$ cat src/rtl/syn_perf_counters_pkg.sv
// Shared definitions for the performance counter bank: FSM state encodings
// and the width of the debug readback select.
package syn_perf_counters_pkg;

    localparam int PERF_ST_BIT  = 2;
    localparam int PERF_SEL_BIT = 4;

    typedef enum logic [PERF_ST_BIT-1:0] {
        PERF_ST_IDLE = 2'd0,
        PERF_ST_RUN  = 2'd1,
        PERF_ST_HALT = 2'd2
    } perf_st_e;

endpackage

$ cat src/rtl/syn_perf_counter.sv
// Single CNT_W event counter with synchronous clear, wrap or saturate
// overflow behaviour (SAT) and a sticky overflow flag.
module syn_perf_counter
    import syn_perf_counters_pkg::*;
#(
    parameter int CNT_W = 32,
    parameter int SAT   = 0
) (
    input  logic             clk_i,
    input  logic             rst_n_i,
    input  logic             inc_i,
    input  logic             clr_i,
    output logic [CNT_W-1:0] cnt_o,
    output logic             ovf_o
);

    logic [CNT_W-1:0] cnt_q, cnt_d;
    logic             ovf_q, ovf_d;

    // Next count: clear dominates, then increment with wrap or saturation.
    always_comb begin
        cnt_d = cnt_q;
        ovf_d = ovf_q;
        if (clr_i) begin
            cnt_d = '0;
            ovf_d = 1'b0;
        end else if (inc_i) begin
            if (&cnt_q) begin
                ovf_d = 1'b1;
                cnt_d = (SAT != 0) ? cnt_q : '0;
            end else begin
                cnt_d = cnt_q + 1'b1;
            end
        end
    end

    // Counter and overflow flag registers.
    always_ff @(posedge clk_i) begin
        if (!rst_n_i) begin
            cnt_q <= '0;
            ovf_q <= 1'b0;
        end else begin
            cnt_q <= cnt_d;
            ovf_q <= ovf_d;
        end
    end

    assign cnt_o = cnt_q;
    assign ovf_o = ovf_q;

endmodule

$ cat src/rtl/syn_perf_counters.sv
// Cycle and event counter bank for the CPU top. Counts while the core runs,
// freezes on halt, offers a live readback mux and a four-phase snapshot.
// Optional threshold interrupt is built when PERF_CNT_IRQ_EN is defined;
// otherwise irq is tied low and thresh is ignored.
module syn_perf_counters
    import syn_perf_counters_pkg::*;
#(
    parameter int NUM_CH = 4,
    parameter int CNT_W  = 32,
    parameter int SAT    = 0
) (
    input  logic                    clk,
    input  logic                    rst_n,
    input  logic                    en,
    input  logic                    halt,
    input  logic [NUM_CH-1:0]       ev,
    input  logic                    clr,
    input  logic                    snap_req,
    output logic                    snap_ack,
    input  logic [PERF_SEL_BIT-1:0] sel_dbg,
    output logic [CNT_W-1:0]        cnt_dbg,
    output logic [CNT_W-1:0]        snap_dbg,
    output logic [NUM_CH:0]         ovf,
    output logic                    running,
    input  logic [CNT_W-1:0]        thresh,
    output logic                    irq
);

    perf_st_e         state_q, state_d;
    logic             count_en;
    logic [NUM_CH:0]  inc_all;
    logic [CNT_W-1:0] cnt_all    [0:NUM_CH];
    logic [CNT_W-1:0] shadow_q   [0:NUM_CH];
    logic             snap_ack_q, snap_ack_d;
    logic             capture;

    // FSM next state; counting happens on the IDLE->RUN cycle, in RUN, and on the halt cycle.
    always_comb begin
        state_d  = state_q;
        count_en = 1'b0;
        case (state_q)
            PERF_ST_IDLE: begin
                if (en) begin
                    state_d  = PERF_ST_RUN;
                    count_en = 1'b1;
                end
            end
            PERF_ST_RUN: begin
                if (en) begin
                    count_en = 1'b1;
                    if (halt) state_d = PERF_ST_HALT;
                end
            end
            PERF_ST_HALT: state_d = PERF_ST_HALT;
            default:      state_d = PERF_ST_IDLE;
        endcase
        if (clr) state_d = PERF_ST_IDLE;
    end

    // FSM state register.
    always_ff @(posedge clk) begin
        if (!rst_n) state_q <= PERF_ST_IDLE;
        else        state_q <= state_d;
    end

    assign running = (state_q == PERF_ST_RUN);
    assign inc_all = {count_en, ev & {NUM_CH{count_en}}};

    // Channels 0..NUM_CH-1 are event counters; index NUM_CH is the cycle counter.
    for (genvar g = 0; g <= NUM_CH; g++) begin : g_cnt
        syn_perf_counter #(
            .CNT_W (CNT_W),
            .SAT   (SAT)
        ) u_cnt (
            .clk_i   (clk),
            .rst_n_i (rst_n),
            .inc_i   (inc_all[g]),
            .clr_i   (clr),
            .cnt_o   (cnt_all[g]),
            .ovf_o   (ovf[g])
        );
    end

    // A capture is taken only when the previous handshake has fully closed.
    assign capture    = snap_req && !snap_ack_q;
    assign snap_ack_d = snap_req;

    // Snapshot shadows and acknowledge; shadows hold the pre-update register values.
    always_ff @(posedge clk) begin
        if (!rst_n) begin
            snap_ack_q <= 1'b0;
            for (int i = 0; i <= NUM_CH; i++) shadow_q[i] <= '0;
        end else begin
            snap_ack_q <= snap_ack_d;
            if (capture) begin
                for (int i = 0; i <= NUM_CH; i++) shadow_q[i] <= cnt_all[i];
            end
        end
    end

    assign snap_ack = snap_ack_q;

    // Readback muxes; out-of-range selects read as zero.
    always_comb begin
        cnt_dbg  = '0;
        snap_dbg = '0;
        for (int i = 0; i <= NUM_CH; i++) begin
            if (sel_dbg == PERF_SEL_BIT'(i)) begin
                cnt_dbg  = cnt_all[i];
                snap_dbg = shadow_q[i];
            end
        end
    end

`ifdef PERF_CNT_IRQ_EN
    logic irq_q, irq_d;

    // Sticky threshold interrupt on the registered cycle count; zero threshold disables it.
    always_comb begin
        irq_d = irq_q;
        if (clr) begin
            irq_d = 1'b0;
        end else if ((state_q == PERF_ST_RUN) && (thresh != '0) &&
                     (cnt_all[NUM_CH] == thresh)) begin
            irq_d = 1'b1;
        end
    end

    // Interrupt flag register.
    always_ff @(posedge clk) begin
        if (!rst_n) irq_q <= 1'b0;
        else        irq_q <= irq_d;
    end

    assign irq = irq_q;
`else
    logic unused_thresh;
    assign unused_thresh = ^thresh;
    assign irq = 1'b0;
`endif

endmodule
$ cat config.mk
export PLATFORM = sky130hd
export DESIGN_NAME = syn_perf_counters
export DESIGN_NICKNAME = d
export VERILOG_FILES = /design/src/rtl/syn_perf_counters_pkg.sv /design/src/rtl/syn_perf_counter.sv /design/src/rtl/syn_perf_counters.sv
export SDC_FILE = /design/constraint.sdc
export NUM_CORES = 1
export LEC_CHECK = 0
export ABC_AREA = 1
export CORE_MARGIN = 4
export CORE_UTILIZATION = 35
export DETAILED_ROUTE_END_ITERATION = 16
export MAX_ROUTING_LAYER = met4
export RECOVER_POWER = 100
export SLEW_MARGIN = 20
export SYNTH_ARGS = -nofsm -noshare
export SYNTH_HDL_FRONTEND = slang
export SYNTH_SLANG_ARGS = --single-unit
export TNS_END_PERCENT = 30
$ cat constraint.sdc
create_clock -name clk -period 6.1 [get_ports clk]
set_input_delay 1.22 -clock clk [delete_from_list [all_inputs] [get_ports clk]]
set_output_delay 1.22 -clock clk [all_outputs]
set_load 0.1 [all_outputs]
; ---- Word level (Yosys, flattened, before mapping)
; Memories as Yosys holds them, arrays and structs flattened.
; Cells that the tools add are included.
[totals]
regBits = 168
ramBits = 160
latchBits = 0
elab_cells = 81
n_memories = 1
inputBits = 46
rom_bits = 0
output_inout_bits = 72
[mem_list]
columns = name, depth, width, read_ports, rd_ports_with_merged_regs, wr, line
row1 = shadow_q, 5, 32, 5, 0, 5, syn_perf_counters.sv:33  ; logic [CNT_W-1:0] shadow_q [0:NUM_CH];
[classes]
muxes = 30
n_bitwise = 7
n_lt_le_gt_ge = 0
addsub = 5
shifts = 0
mul = 0
reduce_logical = 17
n_div = 0
eq_ne = 9
[ops]
columns = cell, n
row1 = $mux 32, 20
row2 = $reduce_and 33->1, 5
row3 = $add 32x1->32 const B, 5
row4 = $reduce_and 32->1, 5
row5 = $eq 4x2->1 const B, 2
row6 = $mux 1, 6
row7 = $mux 2, 3
row8 = $ne 2x2->1 const B, 3
row9 = $pmux 2 s3, 1
row10 = $or 1x1->1, 5
row11 = $and 4x4->4, 1
row12 = $eq 4x1->1 const B, 1
row13 = $eq 4x3->1 const B, 1
row14 = $logic_not 4->1, 1
row15 = $reduce_or 2->1, 2
row16 = $reduce_and 3->1, 1
row17 = $eq 2x1->1 const B, 1
row18 = $eq 2x2->1 const B, 1
row19 = $logic_not 2->1, 1
row20 = $logic_and 1x1->1, 1
row21 = $logic_not 1->1, 1
row22 = $not 1->1, 1

; ---- Logic depth before layout (Yosys ltp)
; Gate-level depths: netlist of run 1.
[logic_depth]
ltp_word = 6
ltp_mapped = 13
depth_no_buf = 12

; ---- Cells and area by module
; A second synthesis of run 1 with hierarchy kept.
[hier_totals]
hier_cells = 2652
hier_area_um2 = 19092.1
[by_module_without_submodules]
columns = module, seq_area_each_um2, n_inst, area_each_um2, cells_per_inst
row1 = syn_perf_counter, 660.6, 5, 1956.9, 297
row2 = syn_perf_counters, 4864.7, 1, 9307.7, 1167

; ---- Least setup slack after synthesis of run 1
; OpenSTA, ideal clock, no wires.
[synth_path]
kind = input-to-reg
startpoint = in snap_req
endpoint = mem shadow_q[0][0], enable pin
t_arrival_ns = 4.690
t_required_ns = 5.573
setup_time_ns = 0.527
path_buffers = 0
path_stages = 2
path_slack_ns = 0.884
path_cell_list = nand2_1 > nand2_1
[synth_rtl]
columns = element, line
row1 = "start, declared", syn_perf_counters.sv:18  ; input logic snap_req,
row2 = "end, declared", syn_perf_counters.sv:33

; ---- Worst setup path in the final report of run 1
[layout_path]
startpoint = in sel_dbg[2]
endpoint = out cnt_dbg[22]
[layout_between]
elab_chain_len = 6
word_cells_on_any_way = 10
classes_between = eq/ne (4) / mux (5) / reduce/logical (1)
[layout_lines]
columns = element, line
row1 = "start, declared", syn_perf_counters.sv:20  ; input logic [PERF_SEL_BIT-1:0] sel_dbg,
row2 = $logic_not 4->1, syn_perf_counters.sv:108  ; if (sel_dbg == PERF_SEL_BIT'(i)) begin
row3 = $mux 32 (4 in series), syn_perf_counters.sv:108
row4 = $mux 32 *, syn_perf_counters.sv:108
row5 = "end, declared", syn_perf_counters.sv:21  ; output logic [CNT_W-1:0] cnt_dbg,
; Every way passes the cells marked *; elsewhere a longest branch is shown, timed or not.

==> results of run 1 <==
==> per-stage QoR <==
| step | util | setup slack (ns) |
|---|---|---|
| floorplan | - | 0.884 |
| global placement | 0.398 | 1.27 |
| detailed placement | 0.398 | 1.27 |
| CTS | 0.423 | 1.26 |
| global route | 0.421 | 0.621 |
| finish | 0.421 | 0.833 |
==> placed cells by master, fill, tap and decap left out, types with 12 or more instances in the layout <==
cell type	count
buf_12	66
inv_1	309
xor2_1	66
dfxtp_1	168
nand3_1	172
o21ai_0	56
o22ai_1	32
clkbuf_16	40
nor2_1	464
a21oi_1	103
nor3_1	46
clkdlybuf4s50_1	12
clkbuf_1	18
nand2_1	460
o211ai_1	32
edfxtp_1	160
nand4_1	39
==> power groups by stage <==
stage               registers [mW]  clock network [mW]  logic (mW)
finish                        2.38                2.20       0.295
global route                  2.38                2.34       0.314
floorplan                     2.43                   0       0.188
global placement              2.42                   0       0.296
CTS                           2.37                2.24       0.300
detailed placement            2.42                   0       0.300
==> cells by family (layout without fill, tap and decap cells) <==
kind of cell / after synthesis / count (layout) / synth area share
compound gates: 236 / 236 / 0.0799
simple gates: 1218 / 1218 / 0.305
flops: 328 / 328 / 0.486
other cells: 1 / 1 / 0.000223
buf+inv: 383 / 483 / 0.0894
xor+xnor: 66 / 66 / 0.0344
fa+ha+maj: 7 / 7 / 0.00521
==> metal layers <==
layer,share of wire,vias to the layer above
met1,0.46,7064
met2,0.45,545
met5,0,-
li1,-,7369
met3,0.069,78
met4,0.023,0
==> tightest hold or removal path: cells and delay by family, from the launching register on <==
| kind | cells | cell delay, ns |
|---|---|---|
| buf+inv | 1 | 0.05 |
| compound gates | 1 | 0.05 |
| flops | 1 | 0.30 |
==> final timing paths <==
path                            slack, ns  cells after the start                  from                   end
worst max-delay path                 0.83                      9            sel_dbg[2]           cnt_dbg[22]
worst min-delay path                 0.45                      2  g_cnt[0].u_cnt.ovf_o  g_cnt[0].u_cnt.ovf_o
worst max register to register       1.74                      4              snap_ack       shadow_q[0][98]
worst min register to register       0.45                      2  g_cnt[0].u_cnt.ovf_o  g_cnt[0].u_cnt.ovf_o
==> layout make-up <==
| class | instances | area, µm² | area share |
|---|---|---|---|
| sequential | 328 | 8170 | 0.408 |
| multi-input combinational | 1528 | 7120 | 0.355 |
| timing repair buffer | 102 | 1620 | 0.0809 |
| inverter | 312 | 1170 | 0.0585 |
| clock buffer | 56 | 1090 | 0.0545 |
| tap | 615 | 769 | 0.0384 |
| clock inverter | 13 | 87.6 | 0.00437 |
==> state kept, by name, indices dropped and copies added (netlist names) <==
register and count:
g_cnt.u_cnt.cnt_o 160, g_cnt.u_cnt.ovf_o 5, shadow_q 160, snap_ack 1, state_q 2
==> flow_metrics.tcl, run 1 <==
set metrics [dict create \
    ant_nets 0 \
    stdcell_count 2954 \
    use_met3 0.0331 \
    slowest_delay_ns 0.53 \
    htree_levels 2 \
    grt_first_pass_wirelength_um 82200 \
    syn_area_um2 16800 \
    drive_above_1_share 0.0684 \
    grt_pass1_vias 13997 \
    pin_count 118 \
    vias 15056 \
    gp_congestion 0.949 \
    gr-total-overflow 0 \
    fp.dieH_um 227 \
    tns_ns 0 \
    synth_commonest_cells "465 x nor2_1, 457 x nand2_1, 308 x inv_1" \
    use_met1 0.301 \
    cpLargestDelayFamily "buffers and inverters" \
    totalWireLength_um 54300 \
    cp_max_fo 42 \
    finClkSkew_ns 0.0207 \
    postSynthAreaPerCell_um2 7.50 \
    pwr-share-clk 0.452 \
    critical_path_arrival_ns 4.05 \
    p_sw_mw 1.16 \
    cts_tree "done" \
    crit_buf_inv 4 \
    ctsResizeCount 0 \
    grt_max_degree 87 \
    hold_viol 0 \
    synth.top_cell.area_share 0.286 \
    internal_power_mw 3.71 \
    seqPwrFrac 0.488 \
    crit_path_top_delay_cell "nor2_1" \
    rsz0062_at_grt "no" \
    drc_errors 0 \
    postSynth.asyncResetShare 0 \
    ys_seq_elements 328 \
    leakagePower_nw 6.84 \
    clock-sinks 328 \
    coreArea_um2 47500 \
    min_period_ns 5.27 \
    combPwrFrac 0.060 \
    worstPathRequired_ns 4.88 \
    rows 80 \
    worstSetupPathType "input port to output pin" \
    worst_pin_slew_ns 2.85 \
    period_share 0.863 \
    ys_warn_count 0 \
    yosysMostFrequentCell "nor2_1" \
    start_util 0.353 \
    grt_usage 0.214 \
    use_met2 0.328 \
    cp_cell_sequence "clkdlybuf4s50_1 > nor2_1 > clkbuf_1 > nand3_1 > buf_4 > o22ai_1 > a21oi_1 > o211ai_1 > buf_12" \
    yosysTopAreaCell "edfxtp_1" \
    dieWidth_um 227 \
    p_sw_frac 0.238 \
    avgViaCountPerCell 5.10 \
    timing.hold.ws_ns 0.448 \
    port-buffer-count 84 \
    cts_buffer_depth 3 \
    cap_violations 7 \
    ys_top_cells_by_area "edfxtp_1 29%, dfxtp_1 20%, nor2_1 10%" \
    dp_hpwl_um 40800 \
    syn2layout_area_growth_pct 19.2 \
    ir_drop_v 0.000168 \
    diodes 0 \
    dieArea_um2 51600 \
    clock-root-buffer "clkbuf_16" \
    first_pass_iters 5 \
    worstSetupStartpointType "input port" \
    yosysUniqueCellTypes 38 \
    clk_pin_slew_ns 0.05 \
    fill_cells 4825 \
    synthCells 2239 \
    ys_seq_area_frac 0.486 \
    outcome "finished with violations" \
    drtIter0Drc 1626 \
    synth_edf_count 160 \
    synthFlopType "dfxtp_1" \
    dp_cells 2885 \
    critPathCaptureType "output pin" \
    max_slew_margin -0.899 \
    nNetsFinal 2363 \
    violations "capacitance limit, slew limit" \
    syn_nets 2292 \
    min_path_type "flop to flop" \
    setup-violations-final 0 \
    busiest_layer "met2" \
    placed_area_um2 18900 \
    max_freq_mhz 190 \
    ctsHoldBuffers 0 \
    p_total_mw 4.87 \
    antenna_found_initial 0 \
    insertion_delay_ns 0.55 \
    postCtsSetupRepairBufs 0 \
    drv_slew 288 \
    wl_per_cell_um 18.4 \
    cts_buffers 38 \
    powerDensity_nw_per_um2 243 \
    fin_area_um2 20000 \
]
Power figures use the tool's default switching activity.
==> run 2, diff against run 1 <==
--- a/config.mk
+++ b/config.mk
@@ -6,7 +6,6 @@
 export NUM_CORES = 1
 export LEC_CHECK = 0
 export ABC_AREA = 1
-export CORE_MARGIN = 4
 export CORE_UTILIZATION = 35
 export DETAILED_ROUTE_END_ITERATION = 16
 export MAX_ROUTING_LAYER = met4
==> run 2 against run 1 <==
The run still ends with capacitance limit, slew limit left. Final area shrank 0.13%. Largest cell class unchanged. Global-route usage grew 1.4 points. Core utilization grew 0.48 points. Total power grew 1.4%. Worst setup slack lost 0.20 ns. Combinational power shrank 2%. Highest routed layer unchanged.
==> flow_metrics.tcl, run 2 (same netlist as run 1, synthesis figures left out) <==
set metrics [dict create \
    coreArea_um2 47000 \
    min_path_cells 2 \
    rsz0062_at_grt "no" \
    tns_ns 0 \
    max_slew_margin -1.67 \
    final_cell_mix "470 x nor2_1, 463 x nand2_1, 311 x inv_1, 171 x nand3_1, 168 x dfxtp_1" \
    outcome "finished with violations" \
    pin_count 118 \
    setup-violations-final 0 \
    grt_pass1_vias 13977 \
    cp_max_fo 29 \
    cap_violations 5 \
    drc_errors 0 \
    grt_usage 0.228 \
    worstPathRequired_ns 4.88 \
    ir_drop_v 0.000153 \
    ant_nets 0 \
    drv_slew 298 \
    diodes 0 \
    grt_max_degree 82 \
    rows 79 \
    vias 15082 \
    clock-sinks 328 \
    fp.dieH_um 221 \
    port-buffer-count 84 \
    critPathCaptureType "output pin" \
    dieWidth_um 221 \
    ctsResizeCount 0 \
    hold_viol 0 \
    worstSetupStartpointType "input port" \
    wl_per_cell_um 18.4 \
    critical_path_arrival_ns 4.25 \
    worstSetupPathType "input port to output pin" \
    period_share 0.897 \
    cts_buffer_depth 3 \
    htree_levels 2 \
    drtIter0Drc 1451 \
    violations "capacitance limit, slew limit" \
    fin_util 0.426 \
    ctsHoldBuffers 0 \
    totalWireLength_um 54400 \
    nNetsFinal 2367 \
    worst_pin_slew_ns 4.00 \
    start_util 0.358 \
    cts_buffers 37 \
    clk_pin_slew_ns 0.06 \
    dieArea_um2 48900 \
    reg2reg_depth 9 \
    cts_tree "done" \
    postCtsSetupRepairBufs 0 \
    gr-total-overflow 0 \
    gp_congestion 0.952 \
    syn2layout_area_growth_pct 19.1 \
    powerDensity_nw_per_um2 247 \
    first_pass_iters 6 \
    antenna_found_initial 0 \
    insertion_delay_ns 0.55 \
    dp_hpwl_um 41000 \
    max_freq_mhz 183 \
    finClkSkew_ns 0.0222 \
    min_path_type "flop to flop" \
    avgViaCountPerCell 5.11 \
    drive_above_1_share 0.0679 \
    grt_first_pass_wirelength_um 83000 \
    min_period_ns 5.47 \
    final_common_cell "nor2_1" \
    clock-root-buffer "clkbuf_16" \
    leakagePower_nw 6.88 \
]
## run 2: changes by cell type in the layout (fill, tap and decap cells not counted), sizes merged
| cell | change |
|---|---|
| buf | +3 |
| bufinv | +2 |
| clkbuf | -1 |
| clkdlybuf4s50 | -1 |
| dlygate4sd3 | +1 |
## run 2: worst paths after layout
kind	startpoint	end	slack, ns
max	sel_dbg[2]	snap_dbg[1]	0.63
min	g_cnt[0].u_cnt.ovf_o	g_cnt[0].u_cnt.ovf_o	0.45
max reg2reg	state_q[1]	g_cnt[1].u_cnt.cnt_o[0]	1.53
min reg2reg	g_cnt[0].u_cnt.ovf_o	g_cnt[0].u_cnt.ovf_o	0.45
## run 2: final cells by class
| type | count | area, µm² |
|---|---|---|
| Clock inverter | 15 | 149 |
| Clock buffer | 53 | 1070 |
| Multi-Input combinational cell | 1528 | 7080 |
| Timing Repair Buffer | 107 | 1600 |
| Fill cell | 4713 | 27000 |
| Tap cell | 607 | 759 |
| Inverter | 312 | 1170 |
| Sequential cell | 328 | 8170 |
## run 2: layer usage
metal | routed length [µm] | track usage | vias to the layer above
met5 | 0 | - | -
met4 | 1230 | 0.0665 | 0
met3 | 3500 | 0.0248 | 74
met2 | 24200 | 0.347 | 522
met1 | 25400 | 0.318 | 7120
li1 | - | - | 7366
## run 2: critical path, cell delays in order
cell and delay (ns):
clkdlybuf4s50_1 0.43, nor2_2 0.39, nand2_1 0.16, nor2_2 1.01
buf_4 0.35, a21oi_1 0.10, nand3_1 0.10, clkbuf_2 0.47
## run 2: through the flow
| stage | total power, mW | hold WS (ns) | cells | instance area, µm² | setup slack, ns |
|---|---|---|---|---|---|
| after floorplan | 2.62 | 0.430 | 2239 | 16800 | 0.884 |
| after global placement | 2.72 | 0.441 | 2882 | 18900 | 1.11 |
| after detailed placement | 2.72 | 0.441 | 2882 | 18900 | 1.08 |
| after CTS | 4.98 | 0.451 | 2950 | 20100 | 1.08 |
| after global routing | 5.07 | 0.473 | 2950 | 20000 | 0.471 |
| final | 4.94 | 0.446 | 2950 | 20000 | 0.630 |
## run 2: where the power goes
group | switching (mW) | internal (mW)
sequential | 0.0153 | 2.36
combinational | 0.224 | 0.0664
clock | 0.923 | 1.35
total | 1.16 | 3.78
==> patch: new RTL, flow settings as in run 2 <==
`NUM_CH`: 4 -> 5.
--- a/src/rtl/syn_perf_counters.sv
+++ b/src/rtl/syn_perf_counters.sv
@@ -5,7 +5,7 @@
 module syn_perf_counters
     import syn_perf_counters_pkg::*;
 #(
-    parameter int NUM_CH = 4,
+    parameter int NUM_CH = 5,
     parameter int CNT_W  = 32,
     parameter int SAT    = 0
 ) (
Ports: changed (resized ev and ovf); port bits go from 118 to 120. No check against the original RTL was run, so the function may have changed too.
==> patch against run 2 <==
  * The flow still finishes with violations (capacitance limit, slew limit)
  * Utilization is 1.2 points lower
  * Worst setup slack worse by 0.18 ns
  * Count of clock-buffer cells in the layout is 5 higher
  * Fmax is 3.2% lower
  * Clock power is 24% higher
  * Power is 22% higher
  * Die area is 21% higher
  * Sequential power is 20% higher
  * Area after synthesis is 22% higher
  * Cell area is 19% higher
  * Wire length is 32% higher
  * Largest cell class unchanged
  * Sequential cell count is 65 higher
  * Largest power group unchanged
==> patch: results (changes against run 2) <==
- The run finished, with violations left.
- The final reports fail on capacitance limit, slew limit.
- Among cell families on the critical path, the largest total delay comes from buffers and inverters.
- The delay contributed by the slowest stage of the critical path came to 0.90 ns (-0.11 ns).
- The fraction of final layout cells with drive strength greater than 1 was 0.0658 (-0.00211).
- For hold timing, the worst endpoint is g_cnt[3].u_cnt.ovf_o$_SDFFE_PP0P_.
- The routability-driven placement congestion ratio is 1.02 (+7.1%).
- The number of different library cells in the post-synthesis netlist is 40 (+5.3%).
- The number of design-rule violations left by the first detailed-router iteration was 1974 (+36%).
- The count of buffers from port buffering is 86 (+2.4%).
- The path class of the lowest-slack min-delay path is reg2reg.
- The routed length per placed instance is 19.9 um (+8.2%).
- The mean area per synthesized cell is 7.43 um^2 (-1.0%).
- The number of vias in the routed layout is 18.8k (+24%).
- The beginning of the worst register-to-register path is snap_ack$_SDFF_PN0_.
- Yosys attributes the largest share of cell area to edfxtp_1 28%, dfxtp_1 20%, nand2_1 13%, nor2_1 10%, nand3_1 5.7%.
- The number of CTS-inserted buffers is 45 (+22%).
- The number of filler instances in the final layout was 5970 (+27%).
- The worst hold slack is 0.446 ns (-0.000364 ns).
- The cell count after placement is 3526 (+22%).
- The number of nets in the finished design is 2864 (+21%).
- The number of enable flip-flop cells after synthesis is 192 (+20%).
- The HPWL after detailed placement came to 53500 um (+30%).
- The register-to-register path setup slack was 1.89 ns (+0.36 ns).
- The number of buffers inserted by post-CTS setup repair is 0 (unchanged).
- After synthesis, the most frequently instantiated cells are 686 x nand2_1, 553 x nor2_1, 304 x inv_1.
- The largest clock skew in the final design came to 0.0240 ns (+0.00177 ns).
- The worst reg2reg path depth is 4 (-5).
- The worst flop-to-flop path endpoint is shadow_q[1][18]$_SDFFCE_PN0P_.
- The number of max-capacitance violations reported came to 5 (unchanged).
- The final count of pins violating max slew was 336 (+13%).
- The first-pass iteration count of the detailed router was 6 (unchanged).
- The via count of the first global-routing pass is 17.5k (+26%).
- The first-pass GRT wire length is 107000 um (+29%).
- The global router's overall resource usage was 0.247 (+0.0194).
- The pin count of the biggest net entering global routing was 112 (+37%).
- The clock insertion delay at the later pin of the skew report is 0.59 ns (+0.04 ns).
- The most used flip-flop cell after synthesis is dfxtp_1.
- The slowest stage of the critical path belongs to the cell clkbuf_1.
- The peak fanout along the critical path was 35 (+21%).
- The net count after synthesis is 2807 (+22%).
- The worst IR drop on VDD is 0.000198 V (+30%).
- In this run the most critical hold path is launched from g_cnt[3].u_cnt.ovf_o$_SDFFE_PP0P_.
- The number of standard cells in the layout, taps in and fillers out is 3612 (+22%).
- The leakage power figure came to 8.11 nW (+18%).
- The number of antenna violations at the first check in global routing is 3 (+3).
- The relative max-transition margin is -1.96 (-0.292).
- The sequential area share after synthesis is 0.479 (-0.00704).
## patch: cell count changes after synthesis, sizes merged, moves of 32 or more
cell           run 2  this run
dfxtp            168       201
edfxtp           160       192
nand2            465       702
nand3            172       236
nor2             483       580
o211ai            32         0
## patch: area by class of cell
cell class,count,share of cell area
clock inverter,25,0.0110
inverter,312,0.0491
antenna,3,0.000314
clock buffer,58,0.0523
tap,765,0.0401
sequential,393,0.410
timing repair buffer,108,0.0594
multi-input combinational,1948,0.378
## patch: cell families (layout without fill, tap and decap cells)
| group | count (synthesis) | after routing | synth area share |
|---|---|---|---|
| AND/OR/NAND/NOR | 1632 | 1632 | 0.338 |
| buffers and inverters | 410 | 503 | 0.0796 |
| flip-flops | 393 | 393 | 0.479 |
| AO/OA/AOI/OAI | 232 | 232 | 0.0663 |
| XOR/XNOR | 74 | 74 | 0.0317 |
| adder cells (fa/ha/maj) | 9 | 9 | 0.00551 |
| other | 1 | 4 | 0.000184 |
## patch: how the worst max path moves through the flow
stage | start | to | slack (ns)
2_1_floorplan | snap_req | shadow_q[0][0]$_SDFFCE_PN0P_ | 0.17
3_3_place_gp | sel_dbg[0] | cnt_dbg[14] | 0.82
3_5_place_dp | sel_dbg[0] | cnt_dbg[12] | 0.77
4_1_cts | sel_dbg[0] | cnt_dbg[12] | 0.77
5_1_grt | sel_dbg[0] | cnt_dbg[0] | 0.35
6_report | sel_dbg[0] | cnt_dbg[0] | 0.45
## patch: where the power goes
group          total [mW]  internal, mW  switching, mW  leakage, nW
clock network        2.81          1.66           1.15        0.735
logic               0.361        0.0743          0.287         3.63
registers            2.85          2.83         0.0203         3.74
## patch: worst register-to-register path, delay by kind of cell (launching register included)
| family | cells | cell delay, ns |
|---|---|---|
| buffers and inverters | 2 | 3.15 |
| DFF | 1 | 0.31 |
| and+or+nand+nor | 2 | 0.14 |
## patch: metal layers
metal,GRT usage,vias up,wire length [um]
met3,0.0397,131,5280
met4,0.0978,0,2840
met5,-,-,0
met2,0.361,690,31100
met1,0.340,8901,32800
li1,-,9050,-
## patch: stage by stage
| step | instance area, um^2 | worst slack [ns] |
|---|---|---|
| 2_1_floorplan | 20400 | 0.168 |
| 3_5_place_dp | 22600 | 0.770 |
| 4_1_cts | 24100 | 0.770 |
| 5_1_grt | 23900 | 0.348 |
| 3_3_place_gp | 22600 | 0.816 |
| 6_report | 23900 | 0.446 |
